$ cat config.mk
export PLATFORM = sky130hd
export DESIGN_NAME = tmu2_interpdiv18_flat
export DESIGN_NICKNAME = d
export VERILOG_FILES = /design/src/rtl/tmu2_interpdiv18_pkg.sv /design/src/rtl/tmu2_interpdiv18_if.sv /design/src/rtl/tmu2_interpdiv18_divcore17.sv /design/src/rtl/tmu2_interpdiv18.sv /design/src/flat_wrapper.sv
export SDC_FILE = /design/constraint.sdc
export NUM_CORES = 1
export LEC_CHECK = 0
export CORE_ASPECT_RATIO = 1.5
export CORE_UTILIZATION = 26
export CTS_BUF_LIST = sky130_fd_sc_hd__clkbuf_8
export CTS_CLUSTER_DIAMETER = 50
export DETAILED_ROUTE_END_ITERATION = 7
export GPL_TIMING_DRIVEN = 0
export MAX_ROUTING_LAYER = met4
export PLACE_DENSITY_LB_ADDON = 0.1
export SLEW_MARGIN = 20
export SYNTH_ARGS = -nofsm -noshare
export SYNTH_HDL_FRONTEND = slang
export SYNTH_HIERARCHICAL = 1
export SYNTH_SLANG_ARGS = --single-unit
export TNS_END_PERCENT = 100
$ cat constraint.sdc
create_clock -name sys_clk -period 3.7 [get_ports sys_clk]
set_clock_uncertainty 0.1 [all_clocks]
set_input_delay 0.37 -clock sys_clk [delete_from_list [all_inputs] [get_ports sys_clk]]
set_output_delay 0.37 -clock sys_clk [all_outputs]
set_load 0.03 [all_outputs]
$ cat src/rtl/tmu2_interpdiv18_pkg.sv
// Shared widths, iteration count and FSM state type for the 18-bit interpolation divider.
package tmu2_pkg;

    localparam int COORD_W   = 18;
    localparam int STEP_W    = 17;
    localparam int DIV_ITERS = 17;
    localparam int CNT_W     = 5;

    typedef enum logic [1:0] {
        ST_IDLE,
        ST_DIV,
        ST_OUT
    } state_t;

    // |d| clamped to the largest value the 17-bit divider can hold.
    function automatic logic [STEP_W-1:0] abs_sat(input logic signed [COORD_W:0] d);
        logic [COORD_W:0] m;
        m = d[COORD_W] ? (~d + 1'b1) : d;
        return (m > {2'b00, {STEP_W{1'b1}}}) ? {STEP_W{1'b1}} : m[STEP_W-1:0];
    endfunction

endpackage

$ cat src/rtl/tmu2_interpdiv18_if.sv
// Segment-in / result-out handshake bundle for tmu2_interpdiv18.
interface tmu2_interpdiv18_if;

    logic                                 pipe_stb_i;
    logic                                 pipe_ack_o;
    logic signed [tmu2_pkg::COORD_W-1:0]  x0;
    logic signed [tmu2_pkg::COORD_W-1:0]  x1;
    logic        [tmu2_pkg::STEP_W-1:0]   steps_i;

    logic                                 pipe_stb_o;
    logic                                 pipe_ack_i;
    logic signed [tmu2_pkg::COORD_W-1:0]  init;
    logic                                 positive;
    logic        [tmu2_pkg::STEP_W-1:0]   q;
    logic        [tmu2_pkg::STEP_W-1:0]   r;
    logic        [tmu2_pkg::STEP_W-1:0]   divisor;

    modport master (
        output pipe_stb_i, x0, x1, steps_i, pipe_ack_i,
        input  pipe_ack_o, pipe_stb_o, init, positive, q, r, divisor
    );

    modport slave (
        input  pipe_stb_i, x0, x1, steps_i, pipe_ack_i,
        output pipe_ack_o, pipe_stb_o, init, positive, q, r, divisor
    );

endinterface

$ cat src/rtl/tmu2_interpdiv18_divcore17.sv
// Sequential 17-bit restoring divider: loads on start, one quotient bit per cycle MSB first,
// done pulses for one cycle after the last of the 17 iterations.
module tmu2_divcore17
    import tmu2_pkg::*;
(
    input  logic              clk,
    input  logic              rst_n,
    input  logic              start,
    input  logic [STEP_W-1:0] dividend,
    input  logic [STEP_W-1:0] dsr_in,
    output logic              done,
    output logic [STEP_W-1:0] quotient,
    output logic [STEP_W-1:0] remainder
);

    logic              run;
    logic [CNT_W-1:0]  cnt;
    logic [STEP_W-1:0] acc;
    logic [STEP_W-1:0] rem;
    logic [STEP_W-1:0] dsr;
    logic [STEP_W:0]   shifted;
    logic [STEP_W-1:0] trial;
    logic              ge;

    // acc starts as the dividend and fills with quotient bits from the right.
    assign shifted   = {rem, acc[STEP_W-1]};
    assign ge        = shifted >= {1'b0, dsr};
    assign trial     = shifted[STEP_W-1:0] - dsr;
    assign quotient  = acc;
    assign remainder = rem;

    always_ff @(posedge clk or negedge rst_n) begin
        if (!rst_n) begin
            run  <= 1'b0;
            cnt  <= '0;
            acc  <= '0;
            rem  <= '0;
            dsr  <= '0;
            done <= 1'b0;
        end else begin
            done <= 1'b0;
            if (start) begin
                acc <= dividend;
                dsr <= dsr_in;
                rem <= '0;
                cnt <= CNT_W'(DIV_ITERS - 1);
                run <= 1'b1;
            end else if (run) begin
                rem <= ge ? trial : shifted[STEP_W-1:0];
                acc <= {acc[STEP_W-2:0], ge};
                if (cnt == '0) begin
                    run  <= 1'b0;
                    done <= 1'b1;
                end else begin
                    cnt <= cnt - 1'b1;
                end
            end
        end
    end

endmodule

$ cat src/rtl/tmu2_interpdiv18.sv
// Segment setup for the texture interpolator: captures x0/steps, forms |x1-x0| with
// saturation and divides it by steps, presenting registered results under stb/ack.
module tmu2_interpdiv18
    import tmu2_pkg::*;
(
    input  logic                 sys_clk,
    input  logic                 sys_rst_n,
    tmu2_interpdiv18_if.slave    bus,
    output logic                 busy
);

    state_t                  state_q, state_d;
    logic                    xfer;
    logic                    div_done;
    logic                    zero_div;
    logic signed [COORD_W:0] diff;
    logic [STEP_W-1:0]       mag;
    logic [STEP_W-1:0]       quo;
    logic [STEP_W-1:0]       rem;

    assign bus.pipe_ack_o = (state_q == ST_IDLE);
    assign busy           = (state_q != ST_IDLE);
    assign xfer           = bus.pipe_stb_i & (state_q == ST_IDLE);

    assign diff = {bus.x1[COORD_W-1], bus.x1} - {bus.x0[COORD_W-1], bus.x0};
    assign mag  = abs_sat(diff);

    tmu2_divcore17 u_div (
        .clk       (sys_clk),
        .rst_n     (sys_rst_n),
        .start     (xfer),
        .dividend  (mag),
        .dsr_in    (bus.steps_i),
        .done      (div_done),
        .quotient  (quo),
        .remainder (rem)
    );

    always_ff @(posedge sys_clk or negedge sys_rst_n) begin
        if (!sys_rst_n) state_q <= ST_IDLE;
        else            state_q <= state_d;
    end

    always_comb begin
        state_d = state_q;
        case (state_q)
            ST_IDLE: if (bus.pipe_stb_i) state_d = ST_DIV;
            ST_DIV:  if (div_done)       state_d = ST_OUT;
            ST_OUT:  if (bus.pipe_ack_i) state_d = ST_IDLE;
            default:                     state_d = ST_IDLE;
        endcase
    end

    // Results land together with pipe_stb_o and stay frozen until the next transfer.
    always_ff @(posedge sys_clk or negedge sys_rst_n) begin
        if (!sys_rst_n) begin
            bus.pipe_stb_o <= 1'b0;
            bus.init       <= '0;
            bus.positive   <= 1'b0;
            bus.divisor    <= '0;
            bus.q          <= '0;
            bus.r          <= '0;
            zero_div       <= 1'b0;
        end else begin
            bus.pipe_stb_o <= (state_d == ST_OUT);
            if (xfer) begin
                bus.init     <= bus.x0;
                bus.positive <= ~diff[COORD_W];
                bus.divisor  <= bus.steps_i;
                zero_div     <= (bus.steps_i == '0);
            end
            if (state_q == ST_DIV && div_done) begin
                bus.q <= zero_div ? '0 : quo;
                bus.r <= zero_div ? '0 : rem;
            end
        end
    end

endmodule
$ cat src/flat_wrapper.sv
// flat-port wrapper written by rule: the top's interface ports become plain ports
module tmu2_interpdiv18_flat import tmu2_pkg::*;
  (sys_clk, sys_rst_n, busy, bus_pipe_stb_i, bus_x0, bus_x1, bus_steps_i, bus_pipe_ack_i, bus_pipe_ack_o, bus_pipe_stb_o, bus_init, bus_positive, bus_q, bus_r, bus_divisor);
  tmu2_interpdiv18_if bus_i ();
  input  logic sys_clk;
  input  logic sys_rst_n;
  output logic busy;
  input wire logic [$bits(bus_i.pipe_stb_i)-1:0] bus_pipe_stb_i;
  input wire logic [$bits(bus_i.x0)-1:0] bus_x0;
  input wire logic [$bits(bus_i.x1)-1:0] bus_x1;
  input wire logic [$bits(bus_i.steps_i)-1:0] bus_steps_i;
  input wire logic [$bits(bus_i.pipe_ack_i)-1:0] bus_pipe_ack_i;
  output wire logic [$bits(bus_i.pipe_ack_o)-1:0] bus_pipe_ack_o;
  output wire logic [$bits(bus_i.pipe_stb_o)-1:0] bus_pipe_stb_o;
  output wire logic [$bits(bus_i.init)-1:0] bus_init;
  output wire logic [$bits(bus_i.positive)-1:0] bus_positive;
  output wire logic [$bits(bus_i.q)-1:0] bus_q;
  output wire logic [$bits(bus_i.r)-1:0] bus_r;
  output wire logic [$bits(bus_i.divisor)-1:0] bus_divisor;
  assign bus_i.pipe_stb_i = bus_pipe_stb_i;
  assign bus_i.x0 = bus_x0;
  assign bus_i.x1 = bus_x1;
  assign bus_i.steps_i = bus_steps_i;
  assign bus_i.pipe_ack_i = bus_pipe_ack_i;
  assign bus_pipe_ack_o = bus_i.pipe_ack_o;
  assign bus_pipe_stb_o = bus_i.pipe_stb_o;
  assign bus_init = bus_i.init;
  assign bus_positive = bus_i.positive;
  assign bus_q = bus_i.q;
  assign bus_r = bus_i.r;
  assign bus_divisor = bus_i.divisor;
  tmu2_interpdiv18 u_core (.sys_clk(sys_clk), .sys_rst_n(sys_rst_n), .bus(bus_i), .busy(busy));
endmodule
Word-level counts from Yosys, hierarchy flattened:

Index checks and enable logic that the tools add are counted.

* bits in registers: 115
* bits of input ports: 57
* output and inout bits: 73
* logic and storage cells: 55

* add/subtract/negate cells: 4
* magnitude comparators: 2
* equality and inequality tests: 4
* mux-type cells: 22
* bitwise gates (word level): 3
* reduce and logical (&&, ||, !) cells: 7

Operators by type and width (number)
* 17-bit 2-to-1 mux: 8
* 19-bit by 1-bit adder with 19-bit output, second input constant: 1
* 19-bit by 17-bit greater-than comparator with 1-bit output, second input constant: 1
* 19-bit 2-to-1 mux: 1
* 19-bit NOT: 1
* 18-bit by 18-bit subtractor with 19-bit output: 1
* 18-bit by 17-bit greater-or-equal comparator with 1-bit output: 1
* 17-bit zero test: 1
* 17-bit subtractor: 1
* 5-bit 2-to-1 mux: 3
* 1-bit 2-to-1 mux: 6
* 2-bit 2-to-1 mux: 3
* 2-bit case mux with 3 select lines: 1
* 5-bit zero test: 1
* 5-bit by 1-bit subtractor with 5-bit output, second input constant: 1
* 2-bit == test, second input constant: 2
* 2-bit nonzero test: 2
* 2-bit by 1-bit == test with 1-bit output, second input constant: 1
* 2-bit zero test: 1
* 2-bit != test, second input constant: 1
* 2-bit AND reduction: 1
* 1-bit bitwise AND: 1
* 1-bit logical AND: 1
* 1-bit NOT: 1

Longest topological paths before layout:

* depth in word-level cells: 7
* depth in mapped cells: 17
* mapped depth without buffers: 15

Modules after synthesis:

Netlist, hierarchy kept.

By module, submodules not included
* tmu2_interpdiv18: instances 1, cells an instance 487, area each 4609.4 µm², seq. area each 1851.8 µm²
* tmu2_divcore17: instances 1, cells an instance 383, area each 3462.1 µm², seq. area each 1451.4 µm²

Worst setup path before layout:

Ideal clock, no wire load.

* path type: input -> register
* start point: input bus_x1[0]
* end point: register u_core.u_div.acc[11], in the netlist u_core/u_div/quotient[11]
* setup time: 135 ps
* data arrival time: 3024 ps
* data required time: 3465 ps
* path slack: 441 ps
* stages on the path: 16
* buffers on the path: 1
* cell sequence: inv_1 > ha_1 > inv_1 > fa_1 > a211oi_2 > o41ai_4 > o2111a_2 > a211oi_2 > nor2b_1 > o22ai_2 > nand2_2 > o22ai_4 > buf_6 > nand2_2 > nand2_1 > o21ai_0

* longest elaborated chain between the ends: 7

RTL lines
* start, declared: RTL line flat_wrapper.sv:10 `input wire logic [$bits(bus_i.x1)-1:0] bus_x1;`
* 18-bit by 18-bit subtractor with 19-bit output (*): RTL line tmu2_interpdiv18.sv:25 `assign diff = {bus.x1[COORD_W-1], bus.x1} - {bus.x0[COORD_W-1], bus.x0};`
* 19-bit NOT: RTL line tmu2_interpdiv18_pkg.sv:18 `m = d[COORD_W] ? (~d + 1'b1) : d;`
* 19-bit by 1-bit adder with 19-bit output: RTL line tmu2_interpdiv18_pkg.sv:18
* 19-bit 2-to-1 mux (*): RTL line tmu2_interpdiv18_pkg.sv:18
* 19-bit by 17-bit greater-than comparator with 1-bit output: RTL line tmu2_interpdiv18_pkg.sv:19 `return (m > {2'b00, {STEP_W{1'b1}}}) ? {STEP_W{1'b1}} : m[STEP_W-1:0];`
* 17-bit 2-to-1 mux (*): RTL line tmu2_interpdiv18_pkg.sv:19
* via u_core.mag[11]: RTL line tmu2_interpdiv18.sv:17 `logic [STEP_W-1:0] mag;`
* 17-bit 2-to-1 mux (*): RTL line tmu2_interpdiv18_divcore17.sv:42 `if (start) begin`
* end signal, assigned: RTL line tmu2_interpdiv18_divcore17.sv:43 `acc <= dividend;`
* end signal, assigned: RTL line tmu2_interpdiv18_divcore17.sv:50 `acc <= {acc[STEP_W-2:0], ge};`
* end, declared: RTL line tmu2_interpdiv18_divcore17.sv:18 `logic [STEP_W-1:0] acc;`

The timed path passes the listed nets; every way through them passes the cells marked *.
A chain may end at the register's enable or synchronous reset.

Worst setup path after layout:

* start point: input bus_x0[0]
* end point: register u_core.u_div.acc[1], in the netlist u_core/u_div/quotient[1]

* longest elaborated chain between the ends: 7

RTL lines
* start, declared: RTL line flat_wrapper.sv:9 `input wire logic [$bits(bus_i.x0)-1:0] bus_x0;`
* 18-bit by 18-bit subtractor with 19-bit output (*): RTL line tmu2_interpdiv18.sv:25
* 19-bit NOT: RTL line tmu2_interpdiv18_pkg.sv:18
* 19-bit by 1-bit adder with 19-bit output: RTL line tmu2_interpdiv18_pkg.sv:18
* 19-bit 2-to-1 mux (*): RTL line tmu2_interpdiv18_pkg.sv:18
* 19-bit by 17-bit greater-than comparator with 1-bit output: RTL line tmu2_interpdiv18_pkg.sv:19
* 17-bit 2-to-1 mux (*): RTL line tmu2_interpdiv18_pkg.sv:19
* via u_core.mag[1]: RTL line tmu2_interpdiv18.sv:17
* 17-bit 2-to-1 mux (*): RTL line tmu2_interpdiv18_divcore17.sv:42

Marks and branches as above.

==> results.tsv <==
stage	metric	value	unit
synthesis	synthesized flop and latch total	132	
worst_setup_path	crit path kind	in2reg	
worst_setup_path	CP max stage cell	clkdlybuf4s50_1	
synthesis	Syn Area/Cell	9.28	um2
power	Final Power	0.00973	W
routing	average wire per standard cell	16.5	um
floorplan	die width	146	um
synthesis	synthesized cell area	8070	um2
sta	Max Slew Vio Count	0	
grt	GRT Overall Usage	0.162	
grt	vias in the first global route	7091	
cells_and_area	fraction of layout cells with a size suffix above 1	0.121	
synthesis	xor/xnor cell area share of the yosys netlist	0.0454	
floorplan	core area	30400	um2
worst_setup_path	CP max stage delay	0.49	ns
worst_setup_path	RR Startpoint	u_core/state_q[0]$_DFF_PN0_	
floorplan	Chip Height	218	um
cells_and_area	Util after Layout	0.344	
power	Comb pwr share	0.583	
clock_network	clk_lat worst skew	0.49	ns
routing	ANT nets after route	0	
power	PwrDens	932	nW/um2
synthesis	synthesized instance count	870	
synthesis	ys async rst share	1.00	
synthesis	sequential area share after synthesis	0.409	
sta	Worst-Margin Slew	0.714	ns
clock_network	H-Tree Level Count	4	
sta	Hold Slack	0.268	ns
placement	HPWL after detailed placement	18700	um
cells_and_area	nets	1119	
synthesis	Post-synth EDFFs	0	
clock_network	CTS tree	built	
floorplan	Initial Util	0.266	
placement	Final GP Congestion	0.816	
sta	unrepaired setup endpoints after global routing	false	
synthesis	Simple-Gate Fraction of Synth Area	0.170	
synthesis	post-synthesis compound-gate area fraction	0.173	
grt	first-pass GRT wire length	38300	um
routing	DR DRC count	0	
power	Switching Fraction	0.449	
floorplan	die area	31800	um2
worst_setup_path	CP dominant cell by count	a211oi_4	
grt	pin count of the biggest net entering global routing	87	
routing	vias post-DR	6631	
grt	GRT Residual Overflow	0	
clock_network	clock-pin slew on the worst setup and hold paths	0.09	ns
power	VDD IR max	339	uV
worst_setup_path	Worst Path Required	4.01	ns
cells_and_area	Area Growth Syn to Fin	29.3	%
clock_network	CTS sink count	132	
power	sequential share of power	0.269	
floorplan	# rows	78	
synthesis	Synth Flop Type	dfrtp_1	
power	Switch Pwr	0.00437	W
synthesis	Synth Net Count	967	
sta	slew margin rel.	0.524	
cells_and_area	leading cell types in the layout, fill and taps excluded	132 x dfrtp_1, 128 x clkdlybuf4s50_1, 118 x nand2_1	
synthesis	area share of fa/ha/maj cells after synthesis	0.0639	
worst_setup_path	CP Capture Type	flop	
flow_run	# Max-Cap Violations	0	
clock_network	Max clock buf depth	2	
worst_setup_path	critical path arrival	3.84	ns
worst_setup_path	crit-path max FO	10	
cells_and_area	commonest non-fill, non-tap cell in the layout	dfrtp_1	
grt	initial antenna violation count	0	
worst_setup_path	CP cell instances	clkdlybuf4s50_1 > ha_1 > inv_1 > fa_2 > a211oi_4 > o41ai_4 > o2111a_2 > a211oi_4 > nor2b_1 > o22a_1 > buf_2 > a41oi_2 > o22ai_4 > buf_4 > o211ai_1 > nand2_1 > o21ai_0	
synthesis	Synth cell types	73	
routing	drt first-iter violations	207	
power	Clock Power Share	0.148	
power	static leakage	4.50	nW
routing	routed vias/inst	4.62	
floorplan	I/O Pins	130	
sta	final worst path period need	3.53	ns
status	outcome	completed	
sta	Hold Violations, Final	0	
clock_network	cts bufs inserted	17	
worst_hold_path	worst hold path class	in2async	
synthesis	largest family of logic cells by synthesized area	compound AO/OA/AOI/OAI gates	
routing	Pre-Repair DR Iteration Count	4	
routing	Post-Route WL	23700	um
cells_and_area	number of diodes	0	
worst_setup_path	CP Launch Point	bus_x0[0]	
worst_setup_path	CP Launch Type	input pin	
power	P_int	0.00537	W
synthesis	mux cell area share after synthesis	0.0890	
sta	Max Fclk	0.284	GHz
sta	Final setup viols	0	
clock_network	Root Driver	clkbuf_8	
placement	Port Buffers	129	
synthesis	Yosys Warn Count	6	
sta	period utilization	0.953	
[cell type report]
type	instances	area, um2
Buffer	41	199
Clock buffer	19	262
Clock inverter	13	196
Fill cell	3152	19900
Inverter	55	206
Multi-Input combinational cell	641	4420
Sequential cell	132	3300
Tap cell	400	500
Timing Repair Buffer	134	1360
[power groups by stage]
| stage | Combinational (W) | Sequential, W | Clock [W] |
|---|---|---|---|
| 4_1_cts | 0.00575 | 0.00263 | 0.00152 |
| 3_5_place_dp | 0.00573 | 0.00266 | 0 |
| 3_3_place_gp | 0.00570 | 0.00265 | 0 |
| 5_1_grt | 0.00626 | 0.00272 | 0.00156 |
| 6_report | 0.00567 | 0.00262 | 0.00144 |
| 2_1_floorplan | 0.00326 | 0.00326 | 0 |
[registers in the layout (all words and copies together), names as in the netlist]
register	cells
u_core/bus.init	18
u_core/bus.divisor	17
u_core/bus.q	17
u_core/bus.r	17
u_core/u_div/dsr	17
u_core/u_div/quotient	17
u_core/u_div/remainder	17
u_core/u_div/cnt	5
u_core/state_q	2
u_core/bus.pipe_stb_o	1
u_core/bus.positive	1
u_core/u_div/done	1
u_core/u_div/run	1
u_core/zero_div	1
[Yosys cell counts (all sizes together), types with 2 or more instances]
cell / instances / area, um2
buf: 11 / 80.1
o22ai: 4 / 45.0
mux2i: 29 / 290
nor3: 9 / 50.1
nor2: 51 / 194
fa: 2 / 40.0
a32oi: 2 / 17.5
nand2: 129 / 512
a2111oi: 2 / 17.5
o41ai: 2 / 36.3
nand4: 7 / 43.8
and3: 6 / 37.5
xnor2: 24 / 218
nor4: 10 / 83.8
a21o: 10 / 75.1
inv: 55 / 206
nand3: 10 / 50.1
nor2b: 6 / 37.5
mux2: 38 / 428
a41oi: 3 / 33.8
o21ai: 91 / 459
xor2: 17 / 149
dfrtp: 132 / 3300
a31oi: 6 / 37.5
a211oi: 21 / 178
nor3b: 2 / 15.0
o211ai: 3 / 22.5
a21oi: 34 / 185
a211o: 3 / 26.3
o21a: 6 / 45.0
nand2b: 43 / 269
a311oi: 4 / 41.3
or3: 2 / 12.5
ha: 38 / 475
clkbuf: 31 / 118
or2: 3 / 18.8
a311o: 2 / 20.0
o31ai: 5 / 37.5
o211a: 4 / 40.0
nand3b: 2 / 15.0
[critical path: cells and delay by family]
kind	cells	cell delay, ns
adder cells (fa/ha/maj)	2	0.53
buffers and inverters	4	0.89
AO/OA/AOI/OAI	9	1.82
AND/OR/NAND/NOR	2	0.20
[per-layer routing]
metal  GRT usage  share of wire
met1       0.169           0.41
met3      0.0310          0.031
met2       0.299           0.54
met4      0.0621          0.022
met5           -              0
[repair_timing]
item / CTS / global route
hold buffers: 1 / 0
buffers inserted: 1 / 2
setup endpoints to repair: 51 / 31
pin swaps: 1 / 4
cloned: 0 / 0
gates resized for setup: 6 / 7
hold endpoints to repair: 46 / 0
[metrics by stage]
stage | setup TNS [ns] | cells | worst slack [ns] | cell area, um2
after floorplan | 0 | 870 | 0.441 | 8070
after global placement | -526.09 | 1399 | -3.83 | 9860
after detailed placement | -25.34 | 1400 | -0.721 | 9900
after CTS | 0 | 1434 | 0.00823 | 10400
after global routing | 0 | 1435 | 0.0432 | 10400
final | 0 | 1435 | 0.175 | 10400
[path summary, 6_finish.rpt]
check | end | slack, ns | cells past startpoint
setup reg to reg | u_core/u_div/cnt[4]$_DFFE_PN0P_ | 0.51 | 12
max in group asynchronous | u_core/bus.pipe_stb_o$_DFF_PN0_ | 2.45 | 3
min in group sys_clk | u_core/state_q[0]$_DFF_PN0_ | 0.38 | 1
setup / recovery | u_core/u_div/quotient[1]$_DFFE_PN0P_ | 0.17 | 17
hold / removal | u_core/bus.divisor[6]$_DFFE_PN0P_ | 0.27 | 2
hold reg to reg | u_core/state_q[0]$_DFF_PN0_ | 0.38 | 1
[cells by family after synthesis]
kind of cell / count (synthesis)
buf+inv: 97
flops: 132
fa+ha+maj: 40
simple gates: 284
compound gates: 209
xor+xnor: 41
mux: 67
(Power assumes the default switching activity.)
